$ cat config.mk
export PLATFORM = sky130hd
export DESIGN_NAME = imm_instr_packer_flat
export DESIGN_NICKNAME = d
export VERILOG_FILES = /design/src/rtl/rv32i_pkg.sv /design/src/rtl/imm_instr_packer_if.sv /design/src/rtl/imm_pack.sv /design/src/rtl/imm_instr_packer.sv /design/src/flat_wrapper.sv
export SDC_FILE = /design/constraint.sdc
export NUM_CORES = 1
export LEC_CHECK = 0
export ABC_AREA = 1
export BUFFER_PORTS_ARGS = -buffer_cell sky130_fd_sc_hd__clkbuf_2
export CORE_ASPECT_RATIO = 0.75
export CORE_MARGIN = 4
export CORE_UTILIZATION = 44
export CTS_CLUSTER_DIAMETER = 30
export DETAILED_ROUTE_END_ITERATION = 12
export PLACE_DENSITY_LB_ADDON = 0.2
export REMOVE_ABC_BUFFERS = 1
export SETUP_SLACK_MARGIN = 0.3
export SLEW_MARGIN = 40
export SYNTH_ARGS = -nofsm -noshare
export SYNTH_HDL_FRONTEND = slang
export SYNTH_SLANG_ARGS = --single-unit
export TNS_END_PERCENT = 50
$ cat constraint.sdc
create_clock -name clk -period 1.5 [get_ports clk]
set_input_delay 0 -clock clk [delete_from_list [all_inputs] [get_ports clk]]
set_output_delay 0 -clock clk [all_outputs]
set_load 0.01 [all_outputs]
$ cat src/rtl/rv32i_pkg.sv
// Shared RV32I immediate-format encodings and packer control states.
// Also used by the decode-side sign extender and the control path.
package rv32i_pkg;

  typedef logic [1:0] imm_src_t;

  localparam imm_src_t IMM_I = 2'b00;
  localparam imm_src_t IMM_S = 2'b01;
  localparam imm_src_t IMM_B = 2'b10;

  typedef enum logic [1:0] {
    ST_IDLE  = 2'd0,
    ST_LOAD  = 2'd1,
    ST_DONE  = 2'd2,
    ST_ERROR = 2'd3
  } pack_state_e;

endpackage

$ cat src/rtl/imm_instr_packer_if.sv
// Input stream from the loader: immediate, template and format over valid/ready.
interface imm_instr_packer_if;
  import rv32i_pkg::*;

  logic        in_valid;
  logic        in_ready;
  imm_src_t    in_imm_src;
  logic [31:0] in_imm;
  logic [31:0] in_tmpl;
  logic        in_last;

  modport master (
    output in_valid, in_imm_src, in_imm, in_tmpl, in_last,
    input  in_ready
  );

  modport slave (
    input  in_valid, in_imm_src, in_imm, in_tmpl, in_last,
    output in_ready
  );

endinterface

$ cat src/rtl/imm_pack.sv
// Combinational immediate packer: inverse of the decode sign extender, plus
// a check that the decoder would reproduce the immediate exactly.
module imm_pack
  import rv32i_pkg::*;
(
  input  imm_src_t    imm_src_i,
  input  logic [31:0] imm_i,
  input  logic [31:0] tmpl_i,
  output logic [31:0] word_o,
  output logic        legal_o
);

  logic fits12;
  logic fits13;

  // I/S decode from 12 bits, B from 13 bits with an implicit zero LSB.
  assign fits12 = (imm_i[31:11] == '0) || (imm_i[31:11] == '1);
  assign fits13 = (imm_i[31:12] == '0) || (imm_i[31:12] == '1);

  always_comb begin
    word_o  = tmpl_i;
    legal_o = 1'b0;
    case (imm_src_i)
      IMM_I: begin
        word_o  = {imm_i[11:0], tmpl_i[19:0]};
        legal_o = fits12;
      end
      IMM_S: begin
        word_o  = {imm_i[11:5], tmpl_i[24:12], imm_i[4:0], tmpl_i[6:0]};
        legal_o = fits12;
      end
      IMM_B: begin
        word_o  = {imm_i[12], imm_i[10:5], tmpl_i[24:12], imm_i[4:1], imm_i[11], tmpl_i[6:0]};
        legal_o = fits13 && !imm_i[0];
      end
      default: begin
        word_o  = tmpl_i;
        legal_o = 1'b0;
      end
    endcase
  end

endmodule

$ cat src/rtl/imm_instr_packer.sv
// Packs immediates into instruction templates and writes them sequentially
// into instruction memory; rejects immediates the decoder cannot reproduce.
module imm_instr_packer
  import rv32i_pkg::*;
#(
  parameter int ADDR_W = 8
) (
  input  logic                clk,
  input  logic                rst,
  input  logic                start,
  imm_instr_packer_if.slave   in_if,
  output logic                im_we,
  output logic [ADDR_W-1:0]   im_addr,
  output logic [31:0]         im_wdata,
  output logic                busy,
  output logic                done,
  output logic                full,
  output logic                err,
  output logic [ADDR_W-1:0]   err_addr,
  output logic [ADDR_W:0]     word_cnt
);

  localparam int CNT_W = ADDR_W + 1;

  pack_state_e       state_q, state_d;
  logic [ADDR_W-1:0] addr_q;
  logic [CNT_W-1:0]  word_cnt_q;
  logic              im_we_q;
  logic [ADDR_W-1:0] im_addr_q;
  logic [31:0]       im_wdata_q;
  logic              done_q, full_q, err_q;
  logic [ADDR_W-1:0] err_addr_q;

  logic        in_ready;
  logic        accept;
  logic [31:0] packed_word;
  logic        legal;

  imm_pack u_pack (
    .imm_src_i (in_if.in_imm_src),
    .imm_i     (in_if.in_imm),
    .tmpl_i    (in_if.in_tmpl),
    .word_o    (packed_word),
    .legal_o   (legal)
  );

  assign accept = in_if.in_valid && in_ready;

  always_ff @(posedge clk) begin
    if (rst) state_q <= ST_IDLE;
    else     state_q <= state_d;
  end

  // start wins over any accept in the same cycle; that word is dropped.
  always_comb begin
    state_d = state_q;
    if (start) begin
      state_d = ST_LOAD;
    end else if (state_q == ST_LOAD && accept) begin
      if (!legal)                              state_d = ST_ERROR;
      else if (in_if.in_last || addr_q == '1)  state_d = ST_DONE;
    end
  end

  always_comb begin
    in_ready = 1'b0;
    busy     = 1'b0;
    if (state_q == ST_LOAD) begin
      in_ready = 1'b1;
      busy     = 1'b1;
    end
  end

  always_ff @(posedge clk) begin
    if (rst) begin
      addr_q     <= '0;
      word_cnt_q <= '0;
      im_we_q    <= 1'b0;
      im_addr_q  <= '0;
      im_wdata_q <= '0;
      done_q     <= 1'b0;
      full_q     <= 1'b0;
      err_q      <= 1'b0;
      err_addr_q <= '0;
    end else begin
      im_we_q <= 1'b0;
      if (start) begin
        addr_q     <= '0;
        word_cnt_q <= '0;
        done_q     <= 1'b0;
        full_q     <= 1'b0;
        err_q      <= 1'b0;
        err_addr_q <= '0;
      end else if (accept) begin
        if (legal) begin
          im_we_q    <= 1'b1;
          im_addr_q  <= addr_q;
          im_wdata_q <= packed_word;
          addr_q     <= addr_q + ADDR_W'(1);
          word_cnt_q <= word_cnt_q + CNT_W'(1);
          if (in_if.in_last) begin
            done_q <= 1'b1;
          end else if (addr_q == '1) begin
            done_q <= 1'b1;
            full_q <= 1'b1;
          end
        end else begin
          err_q      <= 1'b1;
          err_addr_q <= addr_q;
        end
      end
    end
  end

  assign in_if.in_ready = in_ready;
  assign im_we          = im_we_q;
  assign im_addr        = im_addr_q;
  assign im_wdata       = im_wdata_q;
  assign done           = done_q;
  assign full           = full_q;
  assign err            = err_q;
  assign err_addr       = err_addr_q;
  assign word_cnt       = word_cnt_q;

endmodule

$ cat src/flat_wrapper.sv
// flat-port wrapper written by rule: the top's interface ports become plain ports
module imm_instr_packer_flat import rv32i_pkg::*;
#(
  parameter int ADDR_W = 8
)
  (clk, rst, start, im_we, im_addr, im_wdata, busy, done, full, err, err_addr, word_cnt, in_if_in_valid, in_if_in_imm_src, in_if_in_imm, in_if_in_tmpl, in_if_in_last, in_if_in_ready);
  imm_instr_packer_if in_if_i ();
  input  logic clk;
  input  logic rst;
  input  logic start;
  output logic im_we;
  output logic [ADDR_W-1:0] im_addr;
  output logic [31:0] im_wdata;
  output logic busy;
  output logic done;
  output logic full;
  output logic err;
  output logic [ADDR_W-1:0] err_addr;
  output logic [ADDR_W:0] word_cnt;
  input wire logic [$bits(in_if_i.in_valid)-1:0] in_if_in_valid;
  input wire logic [$bits(in_if_i.in_imm_src)-1:0] in_if_in_imm_src;
  input wire logic [$bits(in_if_i.in_imm)-1:0] in_if_in_imm;
  input wire logic [$bits(in_if_i.in_tmpl)-1:0] in_if_in_tmpl;
  input wire logic [$bits(in_if_i.in_last)-1:0] in_if_in_last;
  output wire logic [$bits(in_if_i.in_ready)-1:0] in_if_in_ready;
  assign in_if_i.in_valid = in_if_in_valid;
  assign in_if_i.in_imm_src = in_if_in_imm_src;
  assign in_if_i.in_imm = in_if_in_imm;
  assign in_if_i.in_tmpl = in_if_in_tmpl;
  assign in_if_i.in_last = in_if_in_last;
  assign in_if_in_ready = in_if_i.in_ready;
  imm_instr_packer #(.ADDR_W(ADDR_W)) u_core (.clk(clk), .rst(rst), .start(start), .in_if(in_if_i), .im_we(im_we), .im_addr(im_addr), .im_wdata(im_wdata), .busy(busy), .done(done), .full(full), .err(err), .err_addr(err_addr), .word_cnt(word_cnt));
endmodule
==> flow_metrics.py <==
metrics = {
    "global_routing": {
        "grt_pass1_wl_mm": 17.6,
        "grt_start_max_net_pins": 41,
        "grt.total_usage_pct": 22.3,
        "grt_pass1_vias": 3724,
        "grt-ovfl-total": 0,
        "antenna_found_initial": 0,
    },
    "power_and_ir_drop": {
        "cellLeakagePower_nw": 2.87,
        "powerDensity_nw_per_um2": 691,
        "finalPower_w": 0.00392,
        "peakVddDrop_v": 0.000550,
    },
    "detailed_routing": {
        "vias_per_cell": 4.87,
        "wl_met1_mm": 5.11,
        "route.detailed.drc": 0,
        "final_antenna_net_count": 0,
        "wl_met3_um": 704,
        "first_iter_violations": 223,
        "vias": 4217,
        "topRoutingLayerUsed": "met4",
        "wl_mm": 11.9,
        "wl_per_cell_um": 13.7,
        "dr.pass1.iters": 5,
        "wl_met2_mm": 5.91,
    },
    "clock_tree": {
        "clk-insertion-delay-late_ns": 0.35,
        "cts_buffers": 9,
        "cts_tree": "yes",
        "clk_pin_slew_ns": 0.07,
        "cts.sinks": 71,
        "htree_levels": 3,
        "cts_root_buf": "clkbuf_8",
        "clock_path_buffers": 2,
    },
    "sta": {
        "max_slew_margin_pct": 67.6,
        "post-route-period-util_pct": 91.0,
        "skew_ns": 0.00765,
        "hold_viol": 0,
        "tns_ns": 0,
        "slew_violations": 0,
        "setup_ws_ns": 0.135,
        "grt_setup_unrepaired": "yes",
        "setup_viol": 0,
        "period_needed_ns": 1.36,
        "tightest_slew_ns": 0.485,
        "max_freq_ghz": 0.733,
    },
    "critical_path": {
        "critical_path_class": "reg2reg",
        "cp.arrival_ns": 1.64,
        "crit_top_cell": "nand2_1",
        "critPathMaxStageDelay_ns": 0.34,
        "cp-start-kind": "flop",
        "cp_data_required_time_ns": 1.78,
        "crit_path_end_kind": "flop",
        "cp_slowest_cell": "dfxtp_2",
        "crit_fanout": 8,
        "cp_cell_sequence": "inv_2, nor2_4, nand2_2, clkinv_4, nand3_4, buf_8, buf_12, nand2_1, nand2_1, nor2_1",
    },
    "yosys": {
        "synth_top_family_by_area": "simple AND/OR/NAND/NOR gates",
        "yosysSeqAreaShare_pct": 40.4,
        "ys_types": 30,
        "yosysWarnings": 0,
        "syn_avg_cell_area_um2": 6.33,
        "synth_compound_area_share_pct": 4.73,
        "synth_area_um2": 3520,
        "synthSimpleGateAreaFrac_pct": 38.9,
        "synth_cells": 556,
        "synth-adder-area-share_pct": 0.711,
        "synthMuxAreaShare_pct": 1.46,
        "synth_xor_area_share_pct": 3.23,
        "ys_ff_latch": 71,
    },
    "cells_and_area": {
        "area_growth_pct": 60.9,
        "multi_input_area_um2": 2030,
        "nFillCells": 580,
        "n_antenna_cell": 0,
        "seq_area_um2": 1440,
        "drive_gt1_share_pct": 36.7,
        "final_nets": 833,
        "fin_util_pct": 74.9,
    },
    "placed_design": {
        "dp_hpwl_mm": 6.99,
        "pre_cts_slack_ns": -0.140,
        "place_congestion": 0.954,
        "portBuffers": 133,
    },
    "floorplan": {
        "initial_core_util_pct": 46.5,
        "num_rows": 27,
        "dieHeight_um": 85.5,
        "ioPinCount": 134,
        "die-area_um2": 9510,
        "core-area_um2": 7570,
        "die_w_um": 111,
    },
    "job": {
        "drv_cap": 0,
    },
    "hold_path": {
        "hp-class": "in2reg",
    },
    "status": {
        "status": "finished clean",
    },
}
==> worst max-delay path: cells and delay by family (launching register included) <==
| kind | cells | cell delay [ns] |
|---|---|---|
| simple gates | 6 | 0.53 |
| flops | 1 | 0.34 |
| buf+inv | 4 | 0.44 |
==> repair_timing <==
action                                 CTS  global route
setup buffers                            8             5
hold buffers                            32             0
endpoints found under the hold margin   26             0
setup endpoints to repair               71            73
pin swaps                                4            27
cloned                                   5             5
resized for setup                       29            90
==> path summary, 6_finish.rpt <==
check                startpoint                   to  slack [ns]  cells past startpoint
min reg2reg  u_core.err_addr[6]   u_core.err_addr[6]        0.47                      2
min             in_if_in_imm[5]  u_core.im_wdata[25]       0.009                      5
max           u_core.state_q[0]   u_core.im_wdata[9]        0.14                     10
max reg2reg   u_core.state_q[0]   u_core.im_wdata[9]        0.14                     10
==> cells in the final DEF, fill, tap and decap left out, drive strengths merged, types with 2 or more instances in the layout <==
| cell type | n |
|---|---|
| a21oi | 27 |
| nand2 | 191 |
| clkinvlp | 2 |
| clkbuf | 147 |
| nor3 | 3 |
| xnor2 | 2 |
| xor2 | 11 |
| ha | 2 |
| nand3 | 24 |
| or2 | 2 |
| dlygate4sd3 | 32 |
| nand4 | 9 |
| mux2i | 4 |
| nor2 | 114 |
| o21ai | 2 |
| inv | 69 |
| clkinv | 2 |
| dfxtp | 71 |
| buf | 44 |
==> cell type report <==
cell class	count	share of cell area [%]
Inverter	68	4.64
Clock inverter	6	1.19
Clock buffer	10	2.43
Timing Repair Buffer	213	28.3
Tap cell	101	2.23
Sequential cell	71	25.4
Multi-Input combinational cell	397	35.9
==> where the power goes <==
part           leakage [nW]  switching (W)  internal (W)
Sequential            0.577     0.00000330       0.00188
Clock                0.0993       0.000758      0.000822
Combinational          2.20       0.000227      0.000224
Total                  2.87       0.000988       0.00293
==> cells in the mapped netlist <==
cell	number	area share (%)
buf_4	1	0.21
xor2_1	11	2.7
o22ai_1	1	0.18
mux2i_1	4	1.1
inv_1	66	7.0
clkbuf_1	9	0.96
o21a_1	1	0.21
nand3_1	23	3.3
nand3_2	1	0.28
inv_2	1	0.11
nand2_2	1	0.18
nor3_1	3	0.43
nand4_1	9	1.6
or2_0	1	0.18
buf_2	6	0.85
or2_1	1	0.18
ha_1	2	0.71
a21oi_1	27	3.8
dfxtp_1	71	40
and3_1	1	0.18
xnor2_1	2	0.50
nand2_1	190	20
o21ai_0	2	0.28
nor2_1	113	12
mux2_2	1	0.32
buf_6	4	1.3
o21bai_1	1	0.21
nor2_2	1	0.18
nor4_1	1	0.18
clkinv_1	1	0.11
==> logic make-up after synthesis <==
| kind of cell | Yosys count |
|---|---|
| simple gates | 345 |
| buf+inv | 88 |
| flops | 71 |
| compound gates | 32 |
| xor+xnor | 13 |
| mux | 5 |
| fa+ha+maj | 2 |
==> layer usage <==
layer,vias to the layer above,track usage [%]
met5,-,0
met4,0,3.54
met3,23,5.99
met2,151,39.0
met1,1945,28.2
li1,2098,-
==> registers in the layout (all words and copies together), names as in the netlist <==
signal	cells
u_core.addr_q	8
u_core.done	1
u_core.err	1
u_core.err_addr	8
u_core.full	1
u_core.im_addr	8
u_core.im_wdata	32
u_core.im_we	1
u_core.state_q	2
u_core.word_cnt	9
==> stage by stage <==
stage	std cells	hold WS, ns	area (um^2)
global route	866	0.0141	5670
floorplan	536	0.0691	3400
global placement	795	0.224	4420
detailed placement	795	0.227	4420
finish	866	0.00895	5670
CTS	856	0.0144	5250
No activity file was read; power rests on OpenSTA's default activity.
